$ cat config.mk
export PLATFORM = sky130hd
export DESIGN_NAME = core_ctrl_fsm
export DESIGN_NICKNAME = d
export VERILOG_FILES = /design/src/rtl/core_ctrl_fsm_pkg.sv /design/src/rtl/ctrl_opdecode.sv /design/src/rtl/core_ctrl_fsm.sv
export SDC_FILE = /design/constraint.sdc
export NUM_CORES = 1
export LEC_CHECK = 0
export CAP_MARGIN = 20
export CORE_ASPECT_RATIO = 1.2
export CORE_MARGIN = 5
export CORE_UTILIZATION = 31
export DETAILED_ROUTE_END_ITERATION = 10
export PLACE_DENSITY_LB_ADDON = 0.3
export SLEW_MARGIN = 20
export SYNTH_ARGS = -nofsm -noshare
export SYNTH_HDL_FRONTEND = slang
export SYNTH_SLANG_ARGS = --single-unit
export TNS_END_PERCENT = 30
$ cat constraint.sdc
create_clock -name clk -period 2.4 [get_ports clk]
set_clock_uncertainty 0.2 [all_clocks]
set_input_delay 0.24 -clock clk [delete_from_list [all_inputs] [get_ports clk]]
set_output_delay 0.24 -clock clk [all_outputs]
set_load 0.05 [all_outputs]
$ cat src/rtl/core_ctrl_fsm_pkg.sv
// Shared encodings for the multi-cycle core control FSM:
// state codes, opcodes, opcode classes and mux select codes.
package core_ctrl_fsm_pkg;

  typedef enum logic [2:0] {
    S_FETCH  = 3'd0,
    S_DECODE = 3'd1,
    S_EXEC   = 3'd2,
    S_MEM    = 3'd3,
    S_WB     = 3'd4,
    S_TRAP   = 3'd5
  } state_e;

  localparam logic [6:0] OPC_LUI    = 7'b0110111;
  localparam logic [6:0] OPC_AUIPC  = 7'b0010111;
  localparam logic [6:0] OPC_JAL    = 7'b1101111;
  localparam logic [6:0] OPC_JALR   = 7'b1100111;
  localparam logic [6:0] OPC_BRANCH = 7'b1100011;
  localparam logic [6:0] OPC_LOAD   = 7'b0000011;
  localparam logic [6:0] OPC_STORE  = 7'b0100011;
  localparam logic [6:0] OPC_OPIMM  = 7'b0010011;
  localparam logic [6:0] OPC_OP     = 7'b0110011;
  localparam logic [6:0] OPC_FENCE  = 7'b0001111;

  typedef enum logic [3:0] {
    C_LUI, C_AUIPC, C_JAL, C_JALR,
    C_BRANCH, C_LOAD, C_STORE,
    C_OPIMM, C_OP, C_FENCE, C_ILL
  } opcls_e;

  localparam logic [2:0] IMM_U = 3'd0;
  localparam logic [2:0] IMM_I = 3'd1;
  localparam logic [2:0] IMM_S = 3'd2;
  localparam logic [2:0] IMM_B = 3'd3;
  localparam logic [2:0] IMM_J = 3'd4;

  localparam logic [1:0] PC_PLUS4 = 2'd0;
  localparam logic [1:0] PC_IMM   = 2'd1;
  localparam logic [1:0] PC_ALU   = 2'd2;

  localparam logic [1:0] WB_ALU  = 2'd0;
  localparam logic [1:0] WB_LOAD = 2'd1;
  localparam logic [1:0] WB_PC4  = 2'd2;

endpackage

$ cat src/rtl/ctrl_opdecode.sv
// Combinational opcode decoder: opcode -> class, imm_fmt,
// alu_src_b, illegal. Ports: opcode in; cls/imm_fmt/alu_src_b/illegal out.
import core_ctrl_fsm_pkg::*;

module ctrl_opdecode (
  input  logic [6:0] opcode,
  output opcls_e     cls,
  output logic [2:0] imm_fmt,
  output logic       alu_src_b,
  output logic       illegal
);

  always_comb begin
    cls = C_ILL;
    unique case (1'b1)
      (opcode == OPC_LUI):    cls = C_LUI;
      (opcode == OPC_AUIPC):  cls = C_AUIPC;
      (opcode == OPC_JAL):    cls = C_JAL;
      (opcode == OPC_JALR):   cls = C_JALR;
      (opcode == OPC_BRANCH): cls = C_BRANCH;
      (opcode == OPC_LOAD):   cls = C_LOAD;
      (opcode == OPC_STORE):  cls = C_STORE;
      (opcode == OPC_OPIMM):  cls = C_OPIMM;
      (opcode == OPC_OP):     cls = C_OP;
      (opcode == OPC_FENCE):  cls = C_FENCE;
      default:                cls = C_ILL;
    endcase
  end

  always_comb begin
    imm_fmt   = IMM_U;
    alu_src_b = 1'b1;
    case (cls)
      C_LUI, C_AUIPC: imm_fmt = IMM_U;
      C_JALR, C_LOAD,
      C_OPIMM, C_FENCE: imm_fmt = IMM_I;
      C_STORE: imm_fmt = IMM_S;
      C_BRANCH: begin
        imm_fmt   = IMM_B;
        alu_src_b = 1'b0;
      end
      C_JAL: imm_fmt = IMM_J;
      // R-type has no immediate; I is driven as a benign default
      C_OP: begin
        imm_fmt   = IMM_I;
        alu_src_b = 1'b0;
      end
      default: imm_fmt = IMM_U;
    endcase
  end

  assign illegal = (cls == C_ILL) || (opcode[1:0] != 2'b11);

endmodule

$ cat src/rtl/core_ctrl_fsm.sv
// Multi-cycle RV32I control FSM: fetch/decode/exec/mem/wb/trap.
// Ports: clk, rst_n, instr, br_taken, mem handshakes, write strobes, selects, status.
import core_ctrl_fsm_pkg::*;

module core_ctrl_fsm #(
  parameter bit TRAP_ON_ILLEGAL = 1'b1
) (
  input  logic        clk,
  input  logic        rst_n,
  input  logic [31:0] instr,
  input  logic        br_taken,
  output logic        imem_req,
  input  logic        imem_ready,
  output logic        dmem_req,
  output logic        dmem_we,
  input  logic        dmem_ready,
  output logic        ir_we,
  output logic        pc_we,
  output logic        rf_we,
  output logic [1:0]  pc_sel,
  output logic [1:0]  wb_sel,
  output logic        alu_src_b,
  output logic [2:0]  imm_fmt,
  output logic [2:0]  state,
  output logic        illegal,
  output logic        instret
);

  state_e     st, nx;
  opcls_e     cls;
  logic [2:0] dec_imm;
  logic       dec_ill;
  logic       unused_hi;

  assign unused_hi = ^instr[31:12];

  ctrl_opdecode u_dec (
    .opcode    (instr[6:0]),
    .cls       (cls),
    .imm_fmt   (dec_imm),
    .alu_src_b (alu_src_b),
    .illegal   (dec_ill)
  );

  always_ff @(posedge clk) begin
    if (!rst_n) st <= S_FETCH;
    else        st <= nx;
  end

  always_comb begin
    nx = S_FETCH;
    case (st)
      S_FETCH:  nx = imem_ready ? S_DECODE : S_FETCH;
      S_DECODE: nx = (dec_ill && TRAP_ON_ILLEGAL)
                     ? S_TRAP : S_EXEC;
      S_EXEC: begin
        if (dec_ill || cls == C_BRANCH
            || cls == C_FENCE)
          nx = S_FETCH;
        else if (cls == C_LOAD || cls == C_STORE)
          nx = S_MEM;
        else
          nx = S_WB;
      end
      S_MEM: begin
        if (!dmem_ready)         nx = S_MEM;
        else if (cls == C_STORE) nx = S_FETCH;
        else                     nx = S_WB;
      end
      S_WB:    nx = S_FETCH;
      S_TRAP:  nx = S_TRAP;
      default: nx = S_FETCH;
    endcase
  end

  // Strobes are forced low while rst_n is low so a reset
  // landing mid-handshake drops requests immediately.
  always_comb begin
    imem_req = 1'b0;
    ir_we    = 1'b0;
    dmem_req = 1'b0;
    dmem_we  = 1'b0;
    pc_we    = 1'b0;
    rf_we    = 1'b0;
    pc_sel   = PC_PLUS4;
    wb_sel   = WB_ALU;
    instret  = 1'b0;
    if (rst_n) begin
      case (st)
        S_FETCH: begin
          imem_req = 1'b1;
          ir_we    = imem_ready;
        end
        S_EXEC: begin
          if (cls == C_BRANCH) begin
            pc_we   = 1'b1;
            pc_sel  = br_taken ? PC_IMM : PC_PLUS4;
            instret = 1'b1;
          end else if (cls == C_FENCE || dec_ill) begin
            pc_we   = 1'b1;
            instret = 1'b1;
          end
        end
        S_MEM: begin
          dmem_req = 1'b1;
          dmem_we  = (cls == C_STORE);
          if (dmem_ready && cls == C_STORE) begin
            pc_we   = 1'b1;
            instret = 1'b1;
          end
        end
        S_WB: begin
          rf_we   = |instr[11:7];
          pc_we   = 1'b1;
          instret = 1'b1;
          unique case (1'b1)
            (cls == C_LOAD): wb_sel = WB_LOAD;
            (cls == C_JAL),
            (cls == C_JALR): wb_sel = WB_PC4;
            default:         wb_sel = WB_ALU;
          endcase
          unique case (1'b1)
            (cls == C_JAL):  pc_sel = PC_IMM;
            (cls == C_JALR): pc_sel = PC_ALU;
            default:         pc_sel = PC_PLUS4;
          endcase
        end
        default: ;
      endcase
    end
  end

  assign imm_fmt = (st == S_DECODE || st == S_EXEC
                    || st == S_MEM || st == S_WB)
                   ? dec_imm : IMM_U;
  assign state   = st;
  assign illegal = (st == S_TRAP);

endmodule
-- Word level (Yosys, flattened, before mapping)
Cells that the tools add are included.
- flip-flop bits (word level): 3
- bits of input ports: 37
- output and inout port bits: 19
- word-level logic and storage cells: 74
- equal/unequal tests: 25
- multiplexer cells: 34
- reductions and logical operators: 14
- operator list (cell ; count):
    $pmux W4 S10 ; 1
    $eq A7 B6 Y1 const B ; 3
    $eq A7 B7 Y1 const B ; 3
    $mux W1 ; 18
    $mux W3 ; 6
    $eq A4 B3 Y1 const B ; 4
    $pmux W3 S5 ; 1
    $eq A7 B5 Y1 const B ; 2
    $eq A4 B4 Y1 const B ; 3
    $pmux W2 S2 ; 3
    $pmux W3 S4 ; 1
    $reduce_or A5 Y1 ; 2
    $eq A4 B2 Y1 const B ; 2
    $logic_or A1 B1 Y1 ; 8
    $eq A7 B2 Y1 const B ; 1
    $eq A7 B4 Y1 const B ; 1
    $eq A3 B2 Y1 const B ; 2
    $eq A3 B3 Y1 const B ; 2
    $mux W2 ; 3
    $reduce_or A2 Y1 ; 2
    $eq A3 B1 Y1 const B ; 1
    $logic_not A3 Y1 ; 1
    $pmux W1 S3 ; 1
    $ne A2 B2 Y1 const B ; 1
    $logic_and A1 B1 Y1 ; 1

-- Longest topological paths before layout
Gate-level depths: netlist of run 1.
- depth after elaboration: 9
- mapped depth: 6

-- Modules after synthesis
Synthesis of run 1 repeated with hierarchy kept, for this count alone.
- cells, all modules: 99
- area total of the unflattened synthesis: 660.6 um2
- by module, submodules not included (module ; instances ; cells an instance ; area an instance (um2) ; seq. area each (um2)):
    core_ctrl_fsm ; 1 ; 56 ; 411.6 ; 60.1
    ctrl_opdecode ; 1 ; 43 ; 249.0 ; 0.0

-- Worst setup path after synthesis of run 1
Ideal clock, no wire load.
- path kind: register to output
- from: reg st[2] (netlist: state[2])
- to: out pc_sel[1]
- data arrival time: 2898 ps
- required time: 1960 ps
- path slack: -938 ps
- stages on the path, launching flop included: 4
- buffers on the path: 1
- cells stage by stage: dfxtp_1 clkbuf_2 or4b_4 nor4_1
- cells in the longest elaborated chain, start to end: 3
- elaborated cells on any way between the ends: 4
- those cells by class: eq/ne: 2; mux: 2
- RTL lines (item ; RTL line ; text):
    start, declared ; core_ctrl_fsm.sv:29 ; state_e st, nx;
    start signal, assigned ; core_ctrl_fsm.sv:47 ; else st <= nx;
    $eq A3 B3 Y1 or $eq A3 B2 Y1 (tied branches) ; core_ctrl_fsm.sv:89 ; case (st)
    $pmux W2 S2 (*) ; core_ctrl_fsm.sv:89 ;
    $mux W2 (*) ; core_ctrl_fsm.sv:88 ; if (rst_n) begin
    end, declared ; core_ctrl_fsm.sv:20 ; output logic [1:0] pc_sel,
Every way passes the cells marked *; elsewhere a longest branch is shown, timed or not.

-- Worst setup path after layout of run 1
- from: in instr[6]
- to: out pc_we
- cells in the longest elaborated chain, start to end: 9
- elaborated cells on any way between the ends: 23
- those cells by class: eq/ne: 14; mux: 6; reduce/logical: 3
- RTL lines (item ; RTL line ; text):
    start, declared ; core_ctrl_fsm.sv:10 ; input logic [31:0] instr,
    $eq A7 B4 Y1 (tied with other cells) ; ctrl_opdecode.sv:25 ; (opcode == OPC_FENCE): cls = C_FENCE;
    $pmux W4 S10 (*) ; ctrl_opdecode.sv:15 ; unique case (1'b1)
    $eq A4 B4 Y1 ; ctrl_opdecode.sv:52 ; assign illegal = (cls == C_ILL) || (opcode[1:0] != 2'b11);
    $logic_or A1 B1 Y1 ; ctrl_opdecode.sv:52 ;
    $logic_or A1 B1 Y1 ; core_ctrl_fsm.sv:99 ; end else if (cls == C_FENCE || dec_ill) begin
    $mux W1 ; core_ctrl_fsm.sv:99 ;
    $mux W1 ; core_ctrl_fsm.sv:95 ; if (cls == C_BRANCH) begin
    $pmux W1 S3 (*) ; core_ctrl_fsm.sv:89 ;
    $mux W1 (*) ; core_ctrl_fsm.sv:88 ;
    end, declared ; core_ctrl_fsm.sv:18 ; output logic pc_we,
Marks and branches as above.

==> results.toml, run 1 <==
[status]
outcome = "completed"

[setup_path]
crit_chain = "clkdlybuf4s50_1 > and4b_1 > a21o_1 > a21boi_1 > o31a_1 > buf_12"
crit_fanout = 8
cp.required_ns = 1.96
cp_top_family = "buffers and inverters"
slowest_stage = "clkdlybuf4s50_1"
worstSetupEndpointType = "output port"
crit_buf_inv = 2
critical_path_class = "in2out"
arrival_ns = 1.88
max_stage_delay_ns = 0.63
reg2reg_slack_ns = 0.81
critPathLaunchType = "input pin"

[route]
dr.pass1.iters = 4
wl_met2_mm = 1.053
drt-total-wl_mm = 2.007
wl_met1_um = 788
routed.top_layer = "met4"
postRouteAntennaNets = 0
vias_per_cell = 5.396
route.detailed.wl_per_inst_um = 14.44
wl_met3_um = 155
route.detailed.drc = 0
drt_iter0_drc = 9
vias = 750

[clock_tree]
cts_root_buf = "clkbuf_4"
clk_latency_ns = 0.24
cts_tree = "yes"
cts_setup_buffers = 0
cts_buffers = 3
cts_htree_levels = 1
clk_pin_slew_worst_paths_ns = 0.04
clock_sinks = 3
clockBufferDepth = 2
cts-resized-gates = 0
cts_hold_buf = 0

[sta]
period_share = 0.9676
whs_ns = 0.4175
fmaxAchievable_ghz = 0.4306
finalHoldViolations = 0
setup_viol = 0
setup_ws_ns = 0.07783
slew_violations = 0
slew_headroom = 0.6706
worst_pin_slew_ns = 0.4925
min_period_ns = 2.322
rsz0062_at_grt = "false"

[synth]
synth_nets = 114
ys_seq_area_frac = 0.1067
synthCells = 77
synth_seq_cells = 3
synth.distinct_cells = 41
avgSynthCellArea_um2 = 7.312
ys_warn_count = 0
synth.cell_area_um2 = 563.0

[place]
dpl.hpwl_mm = 1.651
gp_routability_congestion = 0.8152
dp_slack_ns = 0.07940
io_buffers = 35

[min_path]
hp-class = "reg2reg"

[global_routing]
grt_pass1_wl_mm = 3.305
grt_pass1_vias = 747
grt_max_degree = 13
grt_overflow = 0
grtUsageTotal = 0.1398
antenna_found_initial = 0

[power]
power_density_nw_per_um2 = 401.3
p_leak_uw = 0.0004636
total_power_uw = 476.5
ir_drop_uv = 456.8

[layout]
largest_reg_flops = 3
post-route-util = 0.6646
area_growth_pct = 110.9
nFillCells = 149
layout_common_cells = "clkdlybuf4s50_1 (19), buf_12 (15), buf_4 (10)"
diodes = 0
drive_gt1_frac = 0.3083
fin_nets = 158
mostFrequentLayoutCell = "clkdlybuf4s50_1"

[floorplanning]
num_io_pins = 56
initial_core_util = 0.3151
std_cell_rows = 17
dieHeight_um = 56.69
die_width_um = 48.91
dieArea_um2 = 2772
core_um2 = 1787

[run]
drv_cap = 0
kinds of logic after synthesis:
| kind of cell | count (synthesis) | synth area share |
|---|---|---|
| and+or+nand+nor | 48 | 0.5756 |
| buffers and inverters | 7 | 0.07110 |
| xor gates and xnor gates | 2 | 0.03112 |
| DFF | 3 | 0.1067 |
| muxes | 1 | 0.01778 |
| AOI/OAI and AO/OA | 16 | 0.1978 |
power by group:
group / switching (uW) / leakage (uW) / internal (uW)
combinational: 164 / 0.000424 / 138
sequential: 24.0 / 0.0000251 / 59.8
clock: 27.5 / 0.0000150 / 62.4
area by class of cell:
| type | count | area (um^2) | share of cell area |
|---|---|---|---|
| timing repair buffer | 44 | 565.5 | 0.4763 |
| multi-input combinational | 67 | 503.0 | 0.4236 |
| sequential | 3 | 61.31 | 0.05163 |
| clock buffer | 4 | 26.28 | 0.02213 |
| tap | 19 | 23.77 | 0.02002 |
| inverter | 2 | 7.507 | 0.006322 |
synth_stat cells:
library cell  number  area (um^2)
inv_1              2        7.510
nor2_1             9        33.78
o32ai_1            1        8.760
nand4bb_4          1        27.53
a21oi_1            3        15.01
a31oi_1            2        12.51
and4b_1            1        10.01
buf_2              1        5.000
nand4b_1           3        26.28
o22ai_1            1        6.260
or2_1              1        6.260
buf_6              1        11.26
o21a_1             1        7.510
a211oi_1           1        7.510
nor3_4             1        16.27
nor4b_2            1        15.01
dfxtp_1            3        60.06
and2_1             2        12.51
a21o_1             2        15.01
mux2i_1            1        10.01
or2b_1             2        15.01
clkbuf_1           1        3.750
and3_1             1        6.260
and2b_1            1        7.510
o2111ai_1          1        8.760
nor4b_1            1        8.760
buf_4              1        7.510
nor4_1             3        18.77
nor3b_1            2        15.01
clkbuf_2           1        5.000
and4_1             1        8.760
or3_1              1        6.260
or4b_4             1        13.76
o21ai_0            1        5.000
a211o_1            1        8.760
a21boi_1           1        7.510
o31a_1             1        8.760
nand2b_1           5        31.28
xnor2_1            2        17.52
nand2_1            8        30.03
nor3_1             3        15.01
worst register-to-register path: cells and delay by family (launching register included):
family          cells  cell delay [ns]
simple gates        1             0.27
flops               1             0.51
compound gates      3             0.53
per-layer routing:
| layer | GRT usage | up-vias |
|---|---|---|
| li1 | - | 375 |
| met1 | 0.1503 | 342 |
| met2 | 0.2649 | 31 |
| met3 | 0.04244 | 2 |
| met4 | 0.02308 | 0 |
| met5 | 0 | - |
final timing paths:
kind                                     startpoint             endpoint  cells after the start
worst max register to register  state[1]$_SDFF_PN0_  state[0]$_SDFF_PN0_                      4
worst min register to register  state[2]$_SDFF_PN0_  state[2]$_SDFF_PN0_                      3
worst max-delay path                       instr[6]                pc_we                      6
worst min-delay path            state[2]$_SDFF_PN0_  state[2]$_SDFF_PN0_                      3
metrics by stage:
stage | instances | setup TNS (ns) | area (um^2)
after floorplan | 77 | -0.8921 | 590.6
after global placement | 135 | 0 | 1147
after detailed placement | 135 | 0 | 1147
after CTS | 139 | 0 | 1174
after global routing | 139 | 0 | 1187
final | 139 | 0 | 1187
Note: power is estimated with default switching activity, not from simulation.
==> inputs of run 2 (changes only) <==
--- a/config.mk
+++ b/config.mk
@@ -9,8 +9,10 @@
 export CORE_ASPECT_RATIO = 1.2
 export CORE_MARGIN = 5
 export CORE_UTILIZATION = 31
+export CTS_BUF_LIST = sky130_fd_sc_hd__clkbuf_16
 export DETAILED_ROUTE_END_ITERATION = 10
 export PLACE_DENSITY_LB_ADDON = 0.3
+export REMOVE_ABC_BUFFERS = 1
 export SLEW_MARGIN = 20
 export SYNTH_ARGS = -nofsm -noshare
 export SYNTH_HDL_FRONTEND = slang
==> results.toml, run 2 (same netlist as run 1, synthesis figures left out) <==
[power]
p_int_uw = 412.0
switching_power_uw = 229.2
seqPwrFrac = 0.131
power_density_nw_per_um2 = 525.1
clkPwrFrac = 0.406
p_sw_frac = 0.3575
p_leak_uw = 0.0004879
ir_drop_uv = 610.3
power.share.combinational = 0.463

[floorplanning]
dieHeight_um = 56.69
die_width_um = 48.91
dieArea_um2 = 2772
initial_core_util = 0.3151
core_um2 = 1787
std_cell_rows = 17
num_io_pins = 56

[place]
io_buffers = 35
gp_routability_congestion = 0.8191
dp_slack_ns = 0.09125
place_inst = 137
place_area_um2 = 1135
dpl.hpwl_mm = 1.604

[setup_path]
crit_end = "instret"
crit_path_start = "instr[6]"
crit_buf_inv = 2
worstSetupEndpointType = "output port"
slowest_stage = "clkdlybuf4s50_1"
reg2reg_slack_ns = 0.84
cp.required_ns = 1.96
max_stage_delay_ns = 0.60
path_depth = 6
r2r_cells = 4
critical_path_class = "in2out"
worstReg2RegEnd = "state[0]$_SDFF_PN0_"
cp_top_family = "buffers and inverters"
reg2reg_from = "state[1]$_SDFF_PN0_"
arrival_ns = 1.87
crit_fanout = 8
crit_chain = "clkdlybuf4s50_1 > and4b_1 > a21o_1 > a21boi_1 > o31a_1 > buf_12"
critPathLaunchType = "input pin"

[layout]
mostFrequentLayoutCell = "clkdlybuf4s50_1"
area_growth_pct = 116.9
largest_reg_flops = 3
post-route-util = 0.6835
design_area_um2 = 1221
layout_common_cells = "clkdlybuf4s50_1 (19), buf_12 (15), buf_4 (12)"
fin_nets = 160
drive_gt1_frac = 0.2951
diodes = 0
layout.cells.non_filler = 141

[min_path]
hp-class = "reg2reg"

[clock_tree]
clk_pin_slew_worst_paths_ns = 0.03
cts_hold_buf = 0
cts_tree = "yes"
clock_sinks = 3
cts_htree_levels = 1
clk_latency_ns = 0.22
cts_root_buf = "clkbuf_16"
clockBufferDepth = 2
cts_buffers = 3

[sta]
rsz0062_at_grt = "false"
slew_headroom = 0.6675
fmaxAchievable_ghz = 0.4334
slew_violations = 0
worst_pin_slew_ns = 0.4972
setup_ws_ns = 0.09241
period_share = 0.9615
finalHoldViolations = 0
setup_viol = 0
whs_ns = 0.4186
min_period_ns = 2.308

[global_routing]
use_met1 = 0.1551
grtUsageMet3 = 0.05040
grt_overflow = 0
grt.busiest_layer = "met2"
grt_pass1_vias = 749
antenna_found_initial = 0
grt_use_met2 = 0.2388
grtUsageTotal = 0.1376
grt_max_degree = 13
grt_pass1_wl_mm = 3.174

[status]
outcome = "completed"

[route]
vias_per_cell = 5.234
vias = 738
drt_iter0_drc = 13
postRouteAntennaNets = 0
route.detailed.drc = 0
route.detailed.wl_per_inst_um = 13.69
drt-total-wl_mm = 1.930
dr.pass1.iters = 4

[run]
drv_cap = 0
run 2: per-layer routing:
layer	routed length (um)	vias to the layer above	part of all wire
li1	-	375	-
met1	804	332	0.42
met2	991	31	0.51
met3	134	0	0.069
met4	0	0	0
met5	0	-	0
run 2: cell type report:
type                       instances  area, um^2
inverter                           2       7.507
clock inverter                     1       3.754
fill                             142       565.5
clock buffer                       3       75.07
multi-input combinational         67       469.2
sequential                         3       61.31
tap                               19       23.77
timing repair buffer              46       580.6
run 2: how the worst min path moves through the flow:
stage,cells after the start,slack [ns],to,from
final,3,0.42,state[2]$_SDFF_PN0_,state[2]$_SDFF_PN0_
after global routing,3,0.47,state[2]$_SDFF_PN0_,state[2]$_SDFF_PN0_
after CTS,3,0.45,state[0]$_SDFF_PN0_,rst_n
after detailed placement,3,0.51,state[2]$_SDFF_PN0_,state[2]$_SDFF_PN0_
after global placement,3,0.50,state[2]$_SDFF_PN0_,state[2]$_SDFF_PN0_
after floorplan,2,0.16,state[2]$_SDFF_PN0_,rst_n
run 2: power groups by stage:
| stage | clock, uW | sequential, uW | combinational [uW] |
|---|---|---|---|
| after global placement | 0 | 83.2 | 295 |
| after floorplan | 0 | 106 | 132 |
| after global routing | 269 | 87.1 | 315 |
| final | 261 | 83.8 | 297 |
| after CTS | 262 | 82.2 | 298 |
| after detailed placement | 0 | 82.5 | 297 |
run 2: per-stage QoR:
step | total power, uW | setup TNS (ns)
finish | 641.2 | 0
global route | 670.5 | 0
CTS | 641.4 | 0
detailed placement | 379.3 | 0
global placement | 378.2 | 0
floorplan | 238.2 | -2.802
run 2: worst min-delay path, cell delays in order, from the launching register on:
cell and delay, ns:
dfxtp_2 0.41, nand2_1 0.07, nand2_1 0.06, a31oi_1 0.04
run 2: timing repair:
item,CTS,global route
setup endpoints to repair,0,1
resized for setup,0,2
setup buffers,0,0
==> inputs of run 3 (changes only) <==
==> constraint.sdc (replaced) <==
create_clock -name clk -period 2.85 [get_ports clk]
set_clock_uncertainty 0.2 [all_clocks]
set_input_delay 0.285 -clock clk [delete_from_list [all_inputs] [get_ports clk]]
set_output_delay 0.285 -clock clk [all_outputs]
set_load 0.05 [all_outputs]
==> results.toml, run 3 (same netlist as run 1, synthesis figures left out) <==
[layout]
multi_input_area_um2 = 462.9
layout_common_cells = "clkdlybuf4s50_1 (23), nor2_1 (9), buf_12 (9)"
drive_gt1_frac = 0.1930
nFillCells = 157
fin_nets = 152
seq_area_um2 = 60.06
area_growth_pct = 93.33
design_area_um2 = 1089
largest_reg_flops = 3
diodes = 0
mostFrequentLayoutCell = "clkdlybuf4s50_1"

[floorplanning]
die_width_um = 48.91
initial_core_util = 0.3151
dieArea_um2 = 2772
dieHeight_um = 56.69
core_um2 = 1787
std_cell_rows = 17
num_io_pins = 56

[power]
power.share.combinational = 0.445
p_int_uw = 331.7
p_leak_uw = 0.0004193
total_power_uw = 521.0
clkPwrFrac = 0.421
p_sw_frac = 0.3632
power_density_nw_per_um2 = 478.6
switching_power_uw = 189.2
seqPwrFrac = 0.134
ir_drop_uv = 537.3

[clock_tree]
cts_hold_buf = 0
cts_tree = "yes"
clk_pin_slew_worst_paths_ns = 0.03
cts_buffers = 3
cts_root_buf = "clkbuf_16"
clockBufferDepth = 2
clk_latency_ns = 0.23
cts-resized-gates = 0
clock_sinks = 3
cts_htree_levels = 1
cts_setup_buffers = 0

[sta]
period_share = 0.9179
setup_viol = 0
setup_ws_ns = 0.2340
rsz0062_at_grt = "false"
fmaxAchievable_ghz = 0.3823
worst_pin_slew_ns = 0.5040
min_period_ns = 2.616
slew_headroom = 0.6609
slew_violations = 0
finalHoldViolations = 0

[min_path]
min_to = "state[2]$_SDFF_PN0_"
worstHoldPathCells = 3
worstHoldStart = "state[2]$_SDFF_PN0_"
hp-class = "reg2reg"

[setup_path]
reg2reg_from = "state[1]$_SDFF_PN0_"
worstSetupEndpointType = "output port"
reg2reg_slack_ns = 1.25
crit_fanout = 5
arrival_ns = 2.13
r2r_cells = 4
critical_path_class = "in2out"
cp.required_ns = 2.37
critPathLaunchType = "input pin"
worstReg2RegEnd = "state[1]$_SDFF_PN0_"

[place]
dp_slack_ns = 0.2340
place_area_um2 = 1010
io_buffers = 35
dpl.hpwl_mm = 1.437
gp_routability_congestion = 0.8122

[route]
wl_met2_um = 903
vias_per_cell = 5.466
route.detailed.wl_per_inst_um = 13.65
wl_met3_um = 145
drt-total-wl_mm = 1.815
postRouteAntennaNets = 0
route.detailed.drc = 0
vias = 727
dr.pass1.iters = 4
wl_met1_um = 743
routed.top_layer = "met4"
drt_iter0_drc = 11

[global_routing]
grt_pass1_vias = 755
antenna_found_initial = 0
grtUsageTotal = 0.1368
grt_pass1_wl_mm = 3.139
grt_overflow = 0
grt_max_degree = 13

[run]
drv_cap = 0

[status]
outcome = "completed"
-- run 3: cell type report --
type                            count  share of cell area
Clock buffer                        3             0.06897
Clock inverter                      1            0.003448
Inverter                            2            0.006897
Multi-Input combinational cell     67              0.4253
Sequential cell                     3             0.05517
Tap cell                           19             0.02184
Timing Repair Buffer               38              0.4184
-- run 3: through the flow --
step / hold slack (ns) / setup TNS (ns) / util / std cells
after global placement: 0.5041 / 0 / 0.5651 / 129
after floorplan: 0.2012 / -0.9054 / - / 72
after detailed placement: 0.4899 / 0 / 0.5651 / 129
after global routing: 0.5767 / 0 / 0.6092 / 133
final: 0.5395 / 0 / 0.6092 / 133
after CTS: 0.5304 / 0 / 0.6092 / 133
-- run 3: worst max path at each step --
stage / depth (start not counted) / startpoint / end / slack (ns)
CTS: 5 / rst_n / wb_sel[0] / 0.23
floorplan: 2 / state[2]$_SDFF_PN0_ / pc_sel[1] / -0.45
finish: 5 / rst_n / wb_sel[0] / 0.23
global route: 6 / instr[4] / pc_we / 0.16
global placement: 5 / rst_n / wb_sel[0] / 0.25
detailed placement: 5 / rst_n / wb_sel[0] / 0.23
-- run 3: critical path, cell delays in order --
cell and delay [ns]:
clkdlybuf4s50_1 0.57, inv_1 0.08, or4b_4 0.53, nor4_1 0.47, buf_12 0.20
-- run 3: routing by layer --
layer,GRT usage,vias to the layer above
met5,0,-
met4,0.04231,0
met3,0.05836,4
met2,0.2332,31
met1,0.1510,330
li1,-,362
-- run 3: power groups by stage --
| stage | combinational (uW) | sequential, uW | clock, uW |
|---|---|---|---|
| after floorplan | 111 | 89.2 | 0 |
| after global routing | 244 | 72.0 | 228 |
| after CTS | 233 | 69.2 | 221 |
| final | 232 | 69.6 | 219 |
| after global placement | 230 | 70.0 | 0 |
| after detailed placement | 230 | 69.5 | 0 |
